[config.mk]
export PLATFORM = sky130hd
export DESIGN_NAME = pc_gen_btb
export DESIGN_NICKNAME = d
export VERILOG_FILES = /design/src/rtl/pc_gen_btb.sv
export SDC_FILE = /design/constraint.sdc
export NUM_CORES = 2
export LEC_CHECK = 0
export BUFFER_PORTS_ARGS = -buffer_cell sky130_fd_sc_hd__buf_2
export CORE_AREA = 8 8 345 347
export DETAILED_ROUTE_END_ITERATION = 10
export DIE_AREA = 0 0 353 355
export GPL_TIMING_DRIVEN = 1
export PLACE_DENSITY = 0.65
export SETUP_SLACK_MARGIN = 0.1
export SLEW_MARGIN = 20
export SYNTH_ARGS = -nofsm -noshare
export SYNTH_HDL_FRONTEND = slang
export SYNTH_SLANG_ARGS = --single-unit
[constraint.sdc]
create_clock -name clk -period 8.3 [get_ports clk]
set_input_delay 1.66 -clock clk [delete_from_list [all_inputs] [get_ports clk]]
set_output_delay 1.66 -clock clk [all_outputs]
set_load 0.05 [all_outputs]
[src/rtl/pc_gen_btb.sv]
// Fetch PC generator with a configurable reset vector and a direct-mapped BTB.
// Each BTB entry has a 2-bit saturating counter; it is trained by resolved branches from execute.
module pc_gen_btb #(
    parameter int unsigned          XLEN         = 32,
    parameter logic [XLEN-1:0]      RESET_VECTOR = '0,
    parameter int unsigned          BTB_ENTRIES  = 16
) (
    input  logic            clk,
    input  logic            reset,
    input  logic            stall,
    input  logic            flush,
    input  logic [XLEN-1:0] new_pc,
    input  logic            upd_valid,
    input  logic [XLEN-1:0] upd_pc,
    input  logic            upd_taken,
    input  logic [XLEN-1:0] upd_target,
    output logic [XLEN-1:0] pc_out,
    output logic            pred_taken,
    output logic [XLEN-1:0] pred_target
);

    localparam int unsigned IDX  = $clog2(BTB_ENTRIES);
    localparam int unsigned TAGW = XLEN - IDX - 2;

    logic              btb_valid  [BTB_ENTRIES];
    logic [TAGW-1:0]   btb_tag    [BTB_ENTRIES];
    logic [XLEN-1:0]   btb_target [BTB_ENTRIES];
    logic [1:0]        btb_ctr    [BTB_ENTRIES];

    logic [IDX-1:0]    look_idx;
    logic [TAGW-1:0]   look_tag;
    logic              look_hit;

    logic [IDX-1:0]    upd_idx;
    logic [TAGW-1:0]   upd_tag;
    logic              upd_hit;

    logic [XLEN-1:0]   pc_next;

    assign look_idx = pc_out[IDX+1:2];
    assign look_tag = pc_out[XLEN-1:IDX+2];
    assign upd_idx  = upd_pc[IDX+1:2];
    assign upd_tag  = upd_pc[XLEN-1:IDX+2];

    always_comb begin
        look_hit    = btb_valid[look_idx] && (btb_tag[look_idx] == look_tag);
        pred_taken  = look_hit && btb_ctr[look_idx][1];
        pred_target = look_hit ? btb_target[look_idx] : '0;
    end

    always_comb begin
        upd_hit = btb_valid[upd_idx] && (btb_tag[upd_idx] == upd_tag);
    end

    // Redirect beats stall; stall beats prediction.
    always_comb begin
        pc_next = pc_out + XLEN'(4);
        if (flush) begin
            pc_next = new_pc;
        end else if (stall) begin
            pc_next = pc_out;
        end else if (pred_taken) begin
            pc_next = pred_target;
        end
    end

    always_ff @(posedge clk) begin
        if (reset) begin
            pc_out <= RESET_VECTOR;
        end else begin
            pc_out <= pc_next;
        end
    end

    // Training writes land at the edge, so a same-cycle lookup sees the old entry.
    always_ff @(posedge clk) begin
        if (reset) begin
            for (int unsigned i = 0; i < BTB_ENTRIES; i++) begin
                btb_valid[i]  <= 1'b0;
                btb_tag[i]    <= '0;
                btb_target[i] <= '0;
                btb_ctr[i]    <= '0;
            end
        end else if (upd_valid) begin
            if (upd_hit) begin
                if (upd_taken) begin
                    btb_target[upd_idx] <= upd_target;
                    if (btb_ctr[upd_idx] != 2'b11) begin
                        btb_ctr[upd_idx] <= btb_ctr[upd_idx] + 2'd1;
                    end
                end else if (btb_ctr[upd_idx] != 2'b00) begin
                    btb_ctr[upd_idx] <= btb_ctr[upd_idx] - 2'd1;
                end
            end else if (upd_taken) begin
                btb_valid[upd_idx]  <= 1'b1;
                btb_tag[upd_idx]    <= upd_tag;
                btb_target[upd_idx] <= upd_target;
                btb_ctr[upd_idx]    <= 2'b10;
            end
        end
    end

endmodule

==> impl_metrics.env <==
export IMPL_grt_overflow=0
export IMPL_layout_commonest_cell="edfxtp_1"
export IMPL_cts_tree="yes"
export IMPL_crit_family="simple AND/OR/NAND/NOR gates"
export IMPL_drv_slew=0
export IMPL_setup_viol=0
export IMPL_avgViaCountPerCell=6.21
export IMPL_mostFrequentLayoutCells="edfxtp_1, and2_1, mux4_2, buf_2, clkbuf_16"
export IMPL_grt_pass1_wl_um=229000
export IMPL_r2r_cells=11
export IMPL_initial_core_util_pct=44.7
export IMPL_crit_required_ps=6640
export IMPL_synth_warnings=0
export IMPL_period_needed_ps=7310
export IMPL_p_leak_uw=0.0198
export IMPL_drc_errors=0
export IMPL_seq_area_frac_synth_pct=58.8
export IMPL_pre_cts_ws_ps=1220
export IMPL_critPathLaunchType="flip-flop"
export IMPL_cts_sinks=1012
export IMPL_rows=124
export IMPL_fin_skew_ps=33.9
export IMPL_cts_resized=0
export IMPL_synthArstFlopShare_pct=0
export IMPL_die_w_um=353
export IMPL_crit_chain="buf_4, nor2_1, a22o_1, o21ai_0, nand3b_1, mux4_2, and4bb_2, and2_1, nand2_1, inv_1, buf_2"
export IMPL_synth_distinct_cells=67
export IMPL_synth_area_sq_um=50800
export IMPL_hold_depth=1
export IMPL_setup_worst_path_end_class="output pin"
export IMPL_critical_path_max_fanout=47
export IMPL_rsz0062_at_grt="no"
export IMPL_r2r_slack_ps=2590
export IMPL_cp_num_buf_inv=3
export IMPL_hold_viol=0
export IMPL_crit_type="reg -> out"
export IMPL_setup_slack_ps=985
export IMPL_fillCellCount=9451
export IMPL_cts_root_buf="clkbuf_16"
export IMPL_fin_crit_sh_pct=88.1
export IMPL_r2r_end="pc_out[24]"
export IMPL_max_stage_delay_ps=990
export IMPL_powerDensity_nw_per_um2=212
export IMPL_ios=167
export IMPL_hp_class="reg -> reg"
export IMPL_port_buffers=164
export IMPL_synthAdderAreaFrac_pct=0.0246
export IMPL_final_cells=5080
export IMPL_clockBufferDepth=3
export IMPL_cts_buffers=109
export IMPL_synth_compound_area_share_pct=3.05
export IMPL_drive_gt1_share_pct=25.3
export IMPL_slowest_stage="dfxtp_4"
export IMPL_synth_edf_count=960
export IMPL_cts_max_level=3
export IMPL_antenna_left=0
export IMPL_hold_end="btb_valid[10]"
export IMPL_placed_cells=4879
export IMPL_synthXorXnorAreaFrac_pct=0.949
export IMPL_arrival_ps=5650
export IMPL_tightest_slew_ps=1190
export IMPL_core_area_sq_um=114000
export IMPL_place_congestion=0.849
export IMPL_syn_avg_cell_area_sq_um=14.9
export IMPL_antenna_found_initial=26
export IMPL_routed_wl_um=162000
export IMPL_timing_slew_headroom_pct=20.4
export IMPL_vias=31500
export IMPL_dieArea_sq_um=125000
export IMPL_status="complete, no violations"
export IMPL_post_cts_buffers=0
export IMPL_ir_drop_v=0.000197
export IMPL_min_from="btb_valid[10]"
export IMPL_final_core_util_pct=50.4
export IMPL_synthMuxAreaShare_pct=19.4
export IMPL_ys_seq_elements=1012
export IMPL_cts_hold_buf=0
export IMPL_grt_pass1_vias=31200
export IMPL_grt_use_total_pct=25.2
export IMPL_yosys_area_share_simple_pct=14.9
export IMPL_synth_top_family_by_area="multiplexers"
export IMPL_clk_latency_ps=710
export IMPL_synthCells=3411
export IMPL_dpl_hpwl_um=93400
export IMPL_syn_num_nets=3514
export IMPL_synth_ff_type="edfxtp_1"
export IMPL_first_pass_iters=5
export IMPL_fin_nets=3581
export IMPL_drtIter0Drc=4334
export IMPL_fmax_ghz=0.137
export IMPL_avgRoutedWirePerCell_um=31.8
export IMPL_maxCapViolations=0
export IMPL_die_h_um=355
export IMPL_setup_tns_final_ps=0
export IMPL_path_clk_slew_ps=60
export IMPL_hold_ws_ps=476
export IMPL_grt_max_degree=70
export IMPL_area_growth_pct=12.7
## metrics by stage
| step | power, uW | area [sq um] |
|---|---|---|
| 6_report | 12100 | 57200 |
| 5_1_grt | 12400 | 57200 |
| 4_1_cts | 12100 | 57200 |
| 3_5_place_dp | 7450 | 53700 |
| 3_3_place_gp | 7420 | 53700 |
| 2_1_floorplan | 6910 | 50800 |
## metal layers
layer	share of wire, %	wire length, um	vias to the layer above	track usage, %
met5	0.053	86	-	0
met4	4.0	6390	14	9.01
met3	11	17900	365	5.82
met2	46	74900	1891	39.9
met1	39	62400	16200	34.2
li1	-	-	13100	-
## worst reg2reg max path, delay by kind of cell (launching register included)
kind            cells  cell delay (ps)
flops               1              990
compound gates      5             1070
simple gates        3             2100
buf+inv             3             1470
## worst max path at each step
stage,end,slack (ps),cells after the start
after floorplan,btb_tag[3][0],1810,14
after global placement,btb_tag[3][13],1250,12
after detailed placement,btb_tag[14][22],1220,12
after CTS,pred_taken,1020,11
after global routing,pred_taken,680,11
final,pred_taken,990,11
## kinds of logic (layout without fill, tap and decap cells)
group | count (synthesis) | count (layout)
adder cells (fa/ha/maj) | 1 | 1
XOR/XNOR | 55 | 55
AND/OR/NAND/NOR | 1268 | 1268
multiplexers | 503 | 503
AO/OA/AOI/OAI | 230 | 230
buffers and inverters | 342 | 492
flip-flops | 1012 | 1012
other | 0 | 7
## cell type report
cell class                      count  area (sq um)  share of cell area, %
Clock buffer                      150          2970                   5.20
Inverter                           30           118                  0.206
Tap cell                         1512          1890                   3.31
Clock inverter                     44           464                  0.812
Antenna cell                        7          17.5                 0.0306
Sequential cell                  1012         29900                   52.2
Timing Repair Buffer              268          1830                   3.19
Multi-Input combinational cell   2057         20000                   35.0
## power by group
group	internal [uW]	switching [uW]
logic	549	806
clock network	2710	2050
registers	5850	148
total	9110	3000
## synthesized netlist by cell type, types with 5 or more instances
cell type	n	area share (%)
inv_1	26	0.19
nand2_1	57	0.42
a21oi_1	27	0.27
a31oi_1	6	0.074
o21ai_0	55	0.54
o21ai_1	8	0.079
nor4_1	8	0.099
a22o_1	8	0.14
mux2_2	16	0.35
xnor2_1	31	0.53
clkbuf_1	215	1.6
a221oi_1	20	0.35
a21o_1	18	0.27
o31ai_1	17	0.25
nand4_1	12	0.15
o211ai_1	6	0.089
edfxtp_1	960	57
nor2_1	96	0.71
buf_6	7	0.16
a211oi_1	17	0.25
dfxtp_1	52	2.1
a22oi_1	14	0.21
and3_1	37	0.46
nor2_4	10	0.22
mux2i_1	102	2.0
nand3_1	34	0.34
nor3_1	48	0.47
o22ai_1	11	0.14
and2_1	921	11
nor2b_1	17	0.21
a311oi_1	5	0.086
buf_2	55	0.54
buf_4	13	0.19
xor2_1	24	0.41
mux4_2	384	17
or3_1	5	0.062
buf_1	22	0.16
## registers in the layout, indices dropped and copies added (netlist names), named ones only
register and cells:
btb_valid 16, btb_target 512, btb_tag 416, pc_out 32, btb_ctr 32
Power figures use the tool's default switching activity.
